**src/rtl/prm2bits_seq_pkg.sv**
```systemverilog
// Shared constants, state encodings and the per-parameter bit-count ROM
// for the G.729 parameter-to-bitstream packer.
package prm2bits_seq_pkg;

   localparam logic [11:0] SERIAL    = 12'h200;
   localparam logic [11:0] PRM       = 12'h0f0;
   localparam int          PRM_SIZE  = 11;
   localparam logic [15:0] SYNC_WORD = 16'h6b21;
   localparam logic [15:0] SIZE_WORD = 16'd80;
   localparam logic [15:0] BIT_0     = 16'h007f;
   localparam logic [15:0] BIT_1     = 16'h0081;

   typedef enum logic [3:0] {
      S_IDLE, S_SYNC, S_SIZE, S_RD, S_LATCH, S_START, S_WAIT, S_ADVANCE, S_DONE
   } seq_state_t;

   typedef enum logic [2:0] {
      B_INIT, B_SETUP, B_DEC, B_WRITE, B_NEXT, B_DONE
   } bin_state_t;

   function automatic logic [15:0] bit_count(input logic [3:0] k);
      case (k)
         4'd0:    bit_count = 16'd8;
         4'd1:    bit_count = 16'd10;
         4'd2:    bit_count = 16'd8;
         4'd3:    bit_count = 16'd1;
         4'd4:    bit_count = 16'd13;
         4'd5:    bit_count = 16'd4;
         4'd6:    bit_count = 16'd7;
         4'd7:    bit_count = 16'd5;
         4'd8:    bit_count = 16'd13;
         4'd9:    bit_count = 16'd4;
         4'd10:   bit_count = 16'd7;
         default: bit_count = 16'd0;
      endcase
   endfunction

endpackage

```
**src/rtl/prm2bits_seq_int2bin.sv**
```systemverilog
// Serialises the low bitsno bits of value into SERIAL as BIT_0/BIT_1 words,
// LSB first, from address bitstream+bitsno-1 down to bitstream.
//
// state   | meaning
// INIT    | idle; latch value/bitsno/bitstream on start
// SETUP   | pos = bitstream + bitsno (adder)
// DEC     | pos = pos - 1 (subtractor), now the LSB address
// WRITE   | write current bit word, cnt = cnt - 1, shift value
// NEXT    | all bits written -> DONE, else pos = pos - 1
// DONE    | done pulse, back to INIT
module int2bin
   import prm2bits_seq_pkg::*;
#(
   parameter logic [11:0] SERIAL_BASE = SERIAL
) (
   input  logic        clock,
   input  logic        reset,
   input  logic        start,
   input  logic [15:0] value,
   input  logic [15:0] bitsno,
   input  logic [15:0] bitstream,
   output logic        done,
   output logic [15:0] add_outa,
   output logic [15:0] add_outb,
   input  logic [15:0] add_in,
   output logic [15:0] sub_outa,
   output logic [15:0] sub_outb,
   input  logic [15:0] sub_in,
   output logic [11:0] scratch_mem_write_addr,
   output logic [31:0] scratch_mem_out,
   output logic        scratch_mem_write_en
);

   bin_state_t  state;
   logic [15:0] shift;
   logic [15:0] cnt;
   logic [15:0] pos;

   always_ff @(posedge clock) begin
      if (reset) begin
         state <= B_INIT;
         shift <= 16'd0;
         cnt   <= 16'd0;
         pos   <= 16'd0;
         done  <= 1'b0;
      end else begin
         case (state)
            B_INIT: if (start) begin
               shift <= value;
               cnt   <= bitsno;
               pos   <= bitstream;
               state <= B_SETUP;
            end
            B_SETUP: begin
               pos   <= add_in;
               state <= B_DEC;
            end
            B_DEC: begin
               pos   <= sub_in;
               state <= B_WRITE;
            end
            B_WRITE: begin
               cnt   <= sub_in;
               shift <= {1'b0, shift[15:1]};
               state <= B_NEXT;
            end
            B_NEXT: begin
               if (cnt == 16'd0) begin
                  done  <= 1'b1;
                  state <= B_DONE;
               end else begin
                  pos   <= sub_in;
                  state <= B_WRITE;
               end
            end
            B_DONE: begin
               done  <= 1'b0;
               state <= B_INIT;
            end
            default: state <= B_INIT;
         endcase
      end
   end

   always_comb begin
      add_outa               = 16'd0;
      add_outb               = 16'd0;
      sub_outa               = 16'd0;
      sub_outb               = 16'd0;
      scratch_mem_write_addr = 12'd0;
      scratch_mem_out        = 32'd0;
      scratch_mem_write_en   = 1'b0;
      case (state)
         B_SETUP: begin
            add_outa = pos;
            add_outb = cnt;
         end
         B_DEC: begin
            sub_outa = pos;
            sub_outb = 16'd1;
         end
         B_WRITE: begin
            sub_outa               = cnt;
            sub_outb               = 16'd1;
            // SERIAL is 128-word aligned, so the offset simply fills the low bits
            scratch_mem_write_addr = {SERIAL_BASE[11:7], pos[6:0]};
            scratch_mem_out        = {16'd0, shift[0] ? BIT_1 : BIT_0};
            scratch_mem_write_en   = 1'b1;
         end
         B_NEXT: if (cnt != 16'd0) begin
            sub_outa = pos;
            sub_outb = 16'd1;
         end
         default: ;
      endcase
   end

endmodule

```
**src/rtl/prm2bits_seq.sv**
```systemverilog
// Frame-level sequencer: writes the SERIAL header, then feeds each PRM word
// through int2bin, lending it the shared adder/subtractor/memory port.
//
// state   | meaning
// IDLE    | wait for start
// SYNC    | write sync word to SERIAL+0
// SIZE    | write size word to SERIAL+1
// RD      | read prm[k]
// LATCH   | capture read data into val
// START   | pulse int2bin start
// WAIT    | int2bin owns shared resources until its done
// ADVANCE | ptr += table[k]; next k or finish
// DONE    | done pulse, clear registers
module prm2bits_seq
   import prm2bits_seq_pkg::*;
#(
   parameter logic [11:0] PRM_BASE    = PRM,
   parameter logic [11:0] SERIAL_BASE = SERIAL
) (
   input  logic        clock,
   input  logic        reset,
   input  logic        start,
   output logic        done,
   output logic [15:0] add_outa,
   output logic [15:0] add_outb,
   input  logic [15:0] add_in,
   output logic [15:0] sub_outa,
   output logic [15:0] sub_outb,
   input  logic [15:0] sub_in,
   output logic [11:0] scratch_mem_read_addr,
   input  logic [31:0] scratch_mem_in,
   output logic [11:0] scratch_mem_write_addr,
   output logic [31:0] scratch_mem_out,
   output logic        scratch_mem_write_en
);

   seq_state_t  state;
   logic [3:0]  k;
   logic [15:0] ptr;
   logic [15:0] val;

   logic        child_start;
   logic        child_done;
   logic        child_owns;
   logic [15:0] c_add_a, c_add_b, c_sub_a, c_sub_b;
   logic [11:0] c_waddr;
   logic [31:0] c_wdata;
   logic        c_we;

   logic [15:0] s_add_a, s_add_b;
   logic [11:0] s_raddr, s_waddr;
   logic [31:0] s_wdata;
   logic        s_we;

   logic        unused_hi;
   assign unused_hi = ^scratch_mem_in[31:16];

   assign child_start = (state == S_START);
   assign child_owns  = (state == S_START) || (state == S_WAIT);

   always_ff @(posedge clock) begin
      if (reset) begin
         state <= S_IDLE;
         k     <= 4'd0;
         ptr   <= 16'd0;
         val   <= 16'd0;
         done  <= 1'b0;
      end else begin
         case (state)
            S_IDLE: if (start) begin
               k     <= 4'd0;
               ptr   <= 16'd2;
               state <= S_SYNC;
            end
            S_SYNC:  state <= S_SIZE;
            S_SIZE:  state <= S_RD;
            S_RD:    state <= S_LATCH;
            S_LATCH: begin
               val   <= scratch_mem_in[15:0];
               state <= S_START;
            end
            S_START: state <= S_WAIT;
            S_WAIT:  if (child_done) state <= S_ADVANCE;
            S_ADVANCE: begin
               ptr <= add_in;
               if (k == 4'(PRM_SIZE - 1)) begin
                  done  <= 1'b1;
                  state <= S_DONE;
               end else begin
                  k     <= k + 4'd1;
                  state <= S_RD;
               end
            end
            S_DONE: begin
               done  <= 1'b0;
               k     <= 4'd0;
               ptr   <= 16'd0;
               val   <= 16'd0;
               state <= S_IDLE;
            end
            default: state <= S_IDLE;
         endcase
      end
   end

   always_comb begin
      s_add_a = 16'd0;
      s_add_b = 16'd0;
      s_raddr = 12'd0;
      s_waddr = 12'd0;
      s_wdata = 32'd0;
      s_we    = 1'b0;
      case (state)
         S_SYNC: begin
            s_waddr = SERIAL_BASE;
            s_wdata = {16'd0, SYNC_WORD};
            s_we    = 1'b1;
         end
         S_SIZE: begin
            s_waddr = SERIAL_BASE + 12'd1;
            s_wdata = {16'd0, SIZE_WORD};
            s_we    = 1'b1;
         end
         S_RD: s_raddr = PRM_BASE + {8'd0, k};
         S_ADVANCE: begin
            s_add_a = ptr;
            s_add_b = bit_count(k);
         end
         default: ;
      endcase
   end

   assign add_outa               = child_owns ? c_add_a : s_add_a;
   assign add_outb               = child_owns ? c_add_b : s_add_b;
   assign sub_outa               = child_owns ? c_sub_a : 16'd0;
   assign sub_outb               = child_owns ? c_sub_b : 16'd0;
   assign scratch_mem_read_addr  = child_owns ? 12'd0   : s_raddr;
   assign scratch_mem_write_addr = child_owns ? c_waddr : s_waddr;
   assign scratch_mem_out        = child_owns ? c_wdata : s_wdata;
   assign scratch_mem_write_en   = child_owns ? c_we    : s_we;

   int2bin #(
      .SERIAL_BASE(SERIAL_BASE)
   ) u_int2bin (
      .clock                  (clock),
      .reset                  (reset),
      .start                  (child_start),
      .value                  (val),
      .bitsno                 (bit_count(k)),
      .bitstream              (ptr),
      .done                   (child_done),
      .add_outa               (c_add_a),
      .add_outb               (c_add_b),
      .add_in                 (add_in),
      .sub_outa               (c_sub_a),
      .sub_outb               (c_sub_b),
      .sub_in                 (sub_in),
      .scratch_mem_write_addr (c_waddr),
      .scratch_mem_out        (c_wdata),
      .scratch_mem_write_en   (c_we)
   );

endmodule

```
**config.mk**
```make
export PLATFORM = sky130hd
export DESIGN_NAME = prm2bits_seq
export DESIGN_NICKNAME = d
export VERILOG_FILES = /design/src/rtl/prm2bits_seq_pkg.sv /design/src/rtl/prm2bits_seq_int2bin.sv /design/src/rtl/prm2bits_seq.sv
export SDC_FILE = /design/constraint.sdc
export NUM_CORES = 1
export LEC_CHECK = 0
export CAP_MARGIN = 20
export CORE_MARGIN = 2
export CORE_UTILIZATION = 35
export CTS_CLUSTER_DIAMETER = 60
export DETAILED_ROUTE_END_ITERATION = 7
export PLACE_DENSITY_LB_ADDON = 0.12
export SETUP_SLACK_MARGIN = 0.4
export SLEW_MARGIN = 15
export SYNTH_ARGS = -nofsm -noshare
export SYNTH_HDL_FRONTEND = slang
export SYNTH_SLANG_ARGS = --single-unit
```
**constraint.sdc**
```tcl
create_clock -name clock -period 1.75 [get_ports clock]
set_input_delay 0.175 -clock clock [delete_from_list [all_inputs] [get_ports clock]]
set_output_delay 0.175 -clock clock [all_outputs]
set_load 0.02 [all_outputs]
```
== Word level (Yosys, flattened, before mapping) ==
Memory sizes are Yosys's and may differ from the RTL's. A register that Yosys moved wholly into a read port is not among the register bits.
Index checks and enable logic that the tools add are counted.
Word-level totals
  register bits: 93
  memory bits (read-only): 128
  input bits: 67
  output and inout port bits: 122
  logic and storage cells: 107
  memories: 2
Operators by class
  $add $sub $neg: 2
  equality and inequality tests: 21
  muxes and demuxes: 52
  reduce and logical (&&, ||, !) cells: 20
Memories
  (name not given): words 16, width 4, read ports 1, clocked after memory_dff 1, wr ports 0, line prm2bits_seq_pkg.sv:22  | case (k)
  (name not given): words 16, width 4, read ports 1, clocked after memory_dff 1, wr ports 0, line prm2bits_seq_pkg.sv:22
Operator list (number)
  two-way mux 16 bit: 15
  case mux 16 bit (2 select lines): 4
  case mux 16 bit (3 select lines): 2
  case mux 16 bit (4 select lines): 1
  two-way mux 4 bit: 9
  two-way mux 32 bit: 1
  case mux 4 bit (8 select lines): 1
  case mux 15 bit (2 select lines): 1
  two-way mux 12 bit: 2
  case mux 10 bit (2 select lines): 1
  equality test 4 x 3 -> 1 bit (second input constant): 4
  zero test 16 bit: 1
  nonzero test 16 bit: 1
  case mux 3 bit (5 select lines): 1
  case mux 4 bit (3 select lines): 1
  two-way mux 10 bit: 1
  inequality test 2 bit (second input constant): 5
  AND reduction 2 bit: 5
  adder 8 x 4 -> 9 bit (first input constant): 1
  two-way mux 9 bit: 1
  equality test 4 x 2 -> 1 bit (second input constant): 2
  equality test 4 bit (second input constant): 2
  two-way mux 8 bit: 1
  nonzero test 2 bit: 4
  16 further kinds: 28

== Longest topological paths before layout ==
Gate-level depths: netlist (run 1).
  depth after elaboration: 5
  mapped depth: 8
  gate-level depth less buffers: 7

== By module ==
A second synthesis (run 1) with hierarchy kept.
Second synthesis, totals
  cells, all modules: 809
  area, all modules: 6437.4 um^2
By module, submodules not included
  int2bin: instances 1, cells an instance 454, area an instance 3658.5 um^2, seq. area each 1041.0 um^2
  prm2bits_seq: instances 1, cells an instance 355, area an instance 2778.9 um^2, seq. area each 900.9 um^2

== Worst setup path before layout (run 1) ==
No wires, ideal clock.
  path kind: register to output
  start: reg state[2]
  end: out scratch_mem_read_addr[0]
  arrival: 2212 ps
  data required time: 1575 ps
  path slack: -637 ps
  cell stages (with the launch flop): 5
  buffers on the path: 2
  path through: dfxtp_1 > buf_4 > clkbuf_1 > nor4b_1 > and2_1
On the way
  word-level cells in the longest chain between the ends: 3
  elaborated cells on any way between the ends: 6
  those cells by class: eq/ne (3); mux (2); reduce/logical (1)
RTL lines
  start, declared: line prm2bits_seq.sv:37  | seq_state_t state;
  start signal, assigned: line prm2bits_seq.sv:63  | state <= S_IDLE;
  start signal, assigned: line prm2bits_seq.sv:73  | state <= S_SYNC;
  start signal, assigned: line prm2bits_seq.sv:75  | S_SYNC: state <= S_SIZE;
  equality test 4 x 2 -> 1 bit / equality test 4 x 3 -> 1 bit (equally long branches): line prm2bits_seq.sv:113, prm2bits_seq.sv:59
  two-way mux 9 bit / logical OR 1 bit (equally long branches): line prm2bits_seq.sv:113, prm2bits_seq.sv:59
  two-way mux 12 bit *: line prm2bits_seq.sv:137  | assign scratch_mem_read_addr = child_owns ? 12'd0 : s_raddr;
  end, declared: line prm2bits_seq.sv:30  | output logic [11:0] scratch_mem_read_addr,
Every way passes the cells marked *; elsewhere a longest branch is shown, timed or not.

== Final worst setup path (run 1) ==
  start: reg u_int2bin.cnt[11]
  end: out sub_outa[10]
On the way
  word-level cells in the longest chain between the ends: 4
RTL lines
  start, declared: line prm2bits_seq_int2bin.sv:36  | logic [15:0] cnt;
  start signal, assigned: line prm2bits_seq_int2bin.sv:50  | cnt <= bitsno;
  start signal, assigned: line prm2bits_seq_int2bin.sv:63  | cnt <= sub_in;
  nonzero test 16 bit: line prm2bits_seq_int2bin.sv:110  | B_NEXT: if (cnt != 16'd0) begin
  two-way mux 16 bit: line prm2bits_seq_int2bin.sv:110
  case mux 16 bit (3 select lines): line prm2bits_seq_int2bin.sv:93  | case (state)
  two-way mux 16 bit: line prm2bits_seq.sv:135  | assign sub_outa = child_owns ? c_sub_a : 16'd0;
  end, declared: line prm2bits_seq.sv:27  | output logic [15:0] sub_outa,
No other way between the ends.

==> results of run 1 <==
-- layer usage --
layer	up-vias	track usage (%)
met2	298	42.1
met5	-	0
met3	65	4.53
li1	2854	-
met4	0	10.2
met1	3014	31.0
-- synthesized netlist by cell type (4+ instances only) --
master,instances
sky130_fd_sc_hd__a21oi_1,24
sky130_fd_sc_hd__a22o_1,20
sky130_fd_sc_hd__a22oi_1,61
sky130_fd_sc_hd__a2bb2oi_1,16
sky130_fd_sc_hd__and2_1,24
sky130_fd_sc_hd__buf_2,5
sky130_fd_sc_hd__buf_4,55
sky130_fd_sc_hd__clkbuf_1,42
sky130_fd_sc_hd__dfxtp_1,97
sky130_fd_sc_hd__inv_1,5
sky130_fd_sc_hd__mux2i_1,33
sky130_fd_sc_hd__nand2_1,41
sky130_fd_sc_hd__nand2b_1,8
sky130_fd_sc_hd__nand3_1,4
sky130_fd_sc_hd__nand3b_1,4
sky130_fd_sc_hd__nor2_1,130
sky130_fd_sc_hd__nor3_1,4
sky130_fd_sc_hd__nor4_1,23
sky130_fd_sc_hd__o21ai_0,19
-- sequential cells by signal (all words and copies together) (netlist names) --
name / count
u_int2bin.state: 3
ptr: 16
u_int2bin.done: 1
k: 4
state: 4
val: 16
u_int2bin.cnt: 16
u_int2bin.pos: 16
u_int2bin.shift: 16
done: 1
u_int2bin.bitsno: 4
-- how the worst max path moves through the flow --
stage                       from  slack (ns)             endpoint  cells past startpoint
2_1_floorplan           state[1]       -0.13  u_int2bin.bitsno[1]                      5
3_3_place_gp   u_int2bin.cnt[14]       -0.53         sub_outa[10]                      6
3_5_place_dp   u_int2bin.cnt[14]       -0.59         sub_outa[10]                      6
4_1_cts         u_int2bin.cnt[3]       -0.60          sub_outa[6]                      7
5_1_grt        u_int2bin.cnt[11]       -0.64          sub_outa[0]                      7
6_report       u_int2bin.cnt[11]       -0.57         sub_outa[10]                      7
-- kinds of logic after synthesis --
kind of cell | count (synthesis) | share of synthesized area [%]
AOI/OAI and AO/OA | 167 | 22.8
adders and majority gates | 3 | 0.642
and+or+nand+nor | 263 | 23.1
muxes | 33 | 6.05
buffers and inverters | 109 | 11.4
DFF | 97 | 35.6
xor gates and xnor gates | 2 | 0.321
other | 1 | 0.0687
-- layout make-up --
class | instances | area share [%]
clock buffers | 10 | 2.24
flip-flops and latches | 97 | 19.3
clock inverters | 5 | 0.331
well taps | 188 | 2.30
multi-input cells | 515 | 43.0
inverters | 5 | 0.270
repair buffers | 307 | 32.6
-- through the flow --
stage / hold WS (ns) / instances / utilization, %
floorplan: 0.256 / 716 / -
finish: 0.255 / 1127 / 67.2
detailed placement: 0.462 / 1020 / 53.2
CTS: 0.228 / 1093 / 61.8
global placement: 0.456 / 1020 / 53.2
global route: 0.257 / 1127 / 67.2
-- worst max-delay path, delay by kind of cell (launching register included) --
family          cells  cell delay [ns]
simple gates        3             0.58
buf+inv             2             0.29
compound gates      2             0.60
flops               1             0.33
-- repair_timing --
item | CTS | global route
endpoints found under the setup margin | 174 | 176
cloned | 7 | 6
pin swaps | 48 | 90
hold endpoints to repair | 0 | 0
buffers inserted | 51 | 28
resized for setup | 548 | 122
-- power groups by stage --
stage	logic, mW	clock network (mW)	registers (mW)
2_1_floorplan	0.607	0	2.35
3_3_place_gp	0.837	0	2.36
3_5_place_dp	0.854	0	2.36
4_1_cts	1.05	1.85	2.31
5_1_grt	1.33	1.95	2.32
6_report	1.27	1.84	2.32
==> impl_results.md, run 1 <==
- Final WL: 23200 µm
- Startpoint type of the worst setup path: flip-flop
- Launch instance of the worst min-delay path: reset
- Accumulated negative setup slack: -44.26 ns
- Starting utilization of the core area: 35.9%
- Internal portion of total power: 3.85 mW
- Initial antenna violation count: 0
- Global-route total usage across every layer: 24.8%
- Area taken by multi-input logic gates: 0.00439 mm²
- Die extent in y: 129 µm
- Number of detailed-routing iterations run before antenna repair: 5
- Post-layout power: 5.42 mW
- Post-DR wirelength/cell: 20.6 µm
- Switching Fraction: 29.1%
- Count of distinct cell types in the synthesized netlist: 60
- Clock slew at the register clock pins of the worst setup and hold paths: 0.07 ns
- Final setup viols: 152
- Maximum net fanout on the critical path: 5
- #FFs+latches synth: 97
- Horizontal die dimension: 129 µm
- Number of DRC violations after detailed routing: 0
- Clock Sink Count: 97
- Sequential group share of total power: 42.8%
- Most frequent cell on the critical path: sky130_fd_sc_hd__buf_6
- Buffer type at the clock tree root: sky130_fd_sc_hd__clkbuf_16
- Share of the synthesized area in the top cell type: 35.6%
- Number of rows created at floorplan: 45
- DRC marker count from the first detailed-route iteration: 465
- Via density per instance: 5.53
- Most common cell after layout, fill and taps aside: sky130_fd_sc_hd__buf_6
- RSZ-0062 raised after global routing: yes
- Endpoint, Worst Hold: k[2]
- Share of power burned in combinational logic: 23.4%
- Yosys warning total: 0
- Max stage delay on crit path: 0.42 ns
- Max H-tree Level: 3
- I/O pins: 189
- Highest layer used for signal routing: met4
- Final worst path period share: 133%
- Pre-CTS setup slack: -0.586 ns
- Met1 Wirelength: 9320 µm
- Share of power burned in the clock network: 33.9%
- Slowest cell on the critical path: sky130_fd_sc_hd__a32o_4
- DP Wirelength: 13200 µm
- Ys flop type: sky130_fd_sc_hd__dfxtp_1
- Data arrival at the endpoint of the critical path: 2.15 ns
- Max-slew violations: 0
- Number of inserted filler cells in the final layout: 1097
- Largest cells by area after synthesis: sky130_fd_sc_hd__dfxtp_1 (36%), sky130_fd_sc_hd__nor2_1 (8.9%), sky130_fd_sc_hd__a22oi_1 (8.4%)
- Most frequent cells in the layout: sky130_fd_sc_hd__buf_6 (147), sky130_fd_sc_hd__nor2_1 (90), sky130_fd_sc_hd__buf_4 (84)
- Final Net Count: 1004
- Area of all placed cells without fillers: 0.0102 mm²
- Sequential share of the synthesized area: 35.6%
- Count of maximum capacitance violations: 0
- Reg-to-reg critical path endpoint: u_int2bin.bitsno[1]
- Antenna fix cells: 0
- Total met3 wirelength after detailed routing: 1560 µm
- Total gr overflow: 0
- Actual slew at the worst max-slew pin: 0.573 ns
- Global-route wire length before repair: 31900 µm
- Number of flops mapped to enable cells by yosys: 0
- Share of flip-flops with an asynchronous set or reset: 0%
- Die Outline Area: 0.0166 mm²
- Failing checks: negative setup slack
- FF-to-FF setup slack: -0.47 ns
- Worst path required time: 1.57 ns
- Later-pin clock latency in the skew report: 0.35 ns
- Highest attainable clock frequency: 430 MHz
- Synth-to-Final Area Change: 87.0%
- Maximum vdd ir drop: 0.543 mV
- Buffers added on ports: 130
- Setup ws final: -0.574 ns
- Final setup skew: 0.00910 ns
- Flip-flop and latch area: 0.00197 mm²
- Mean instance size in the synthesized netlist: 8.09 µm²
- Element type at the critical path end: output port
- CTS Buf Count: 9
- CP Class: reg2out
- Number of nets with antenna violations after detailed routing: 0
- Critical Path, Cell by Cell: nor4_4, nand4_1, a32o_4, buf_6, a22oi_2, nor2_4, buf_6
- Power per cell area: 531 mW/mm²
- Number of global-route vias before repair: 5922
- Pin count of the biggest net entering global routing: 38
- Class of the worst hold path: in2reg
- Post-CTS Hold Fix Bufs: 0
- Proportion of layout cells with a drive suffix above 1: 53.1%
- Final GP Congestion: 0.847
- Slew Limit Headroom: 61.7%
- Number of buffers between clock root and the deepest sink: 2
- Critical R2R Launch: state[0]
- Core area: 0.0152 mm²
- Vias after detailed routing: 6231
- Library cell occupying the most area in the post-synthesis netlist: sky130_fd_sc_hd__dfxtp_1
- Logic depth of the worst register-to-register path: 7
- Leakage Power: 4.19 nW
- Instance count of the mapped netlist: 675
- Final critical-path required period: 2.32 ns
- CTS tree: yes
- Final number of hold-violating endpoints: 0
- Metal2 WL: 11600 µm
- Hold Path Depth: 2
- Power spent charging and discharging nets: 1.58 mW
- Mapped cell area: 0.00546 mm²
- Status: finished with violations
- Placed inst area: 0.00809 mm²
No activity file was read; power rests on OpenSTA's default activity.
==> run 2, diff against run 1 <==
--- a/config.mk
+++ b/config.mk
@@ -5,11 +5,12 @@
 export SDC_FILE = /design/constraint.sdc
 export NUM_CORES = 1
 export LEC_CHECK = 0
-export CAP_MARGIN = 20
+export CAP_MARGIN = 25
 export CORE_MARGIN = 2
 export CORE_UTILIZATION = 35
-export CTS_CLUSTER_DIAMETER = 60
+export CTS_CLUSTER_DIAMETER = 80
 export DETAILED_ROUTE_END_ITERATION = 7
+export HOLD_SLACK_MARGIN = 0.08
 export PLACE_DENSITY_LB_ADDON = 0.12
 export SETUP_SLACK_MARGIN = 0.4
 export SLEW_MARGIN = 15
==> results of run 2 <==
The final DEF is identical to that of run 1; final timing and power are the same.
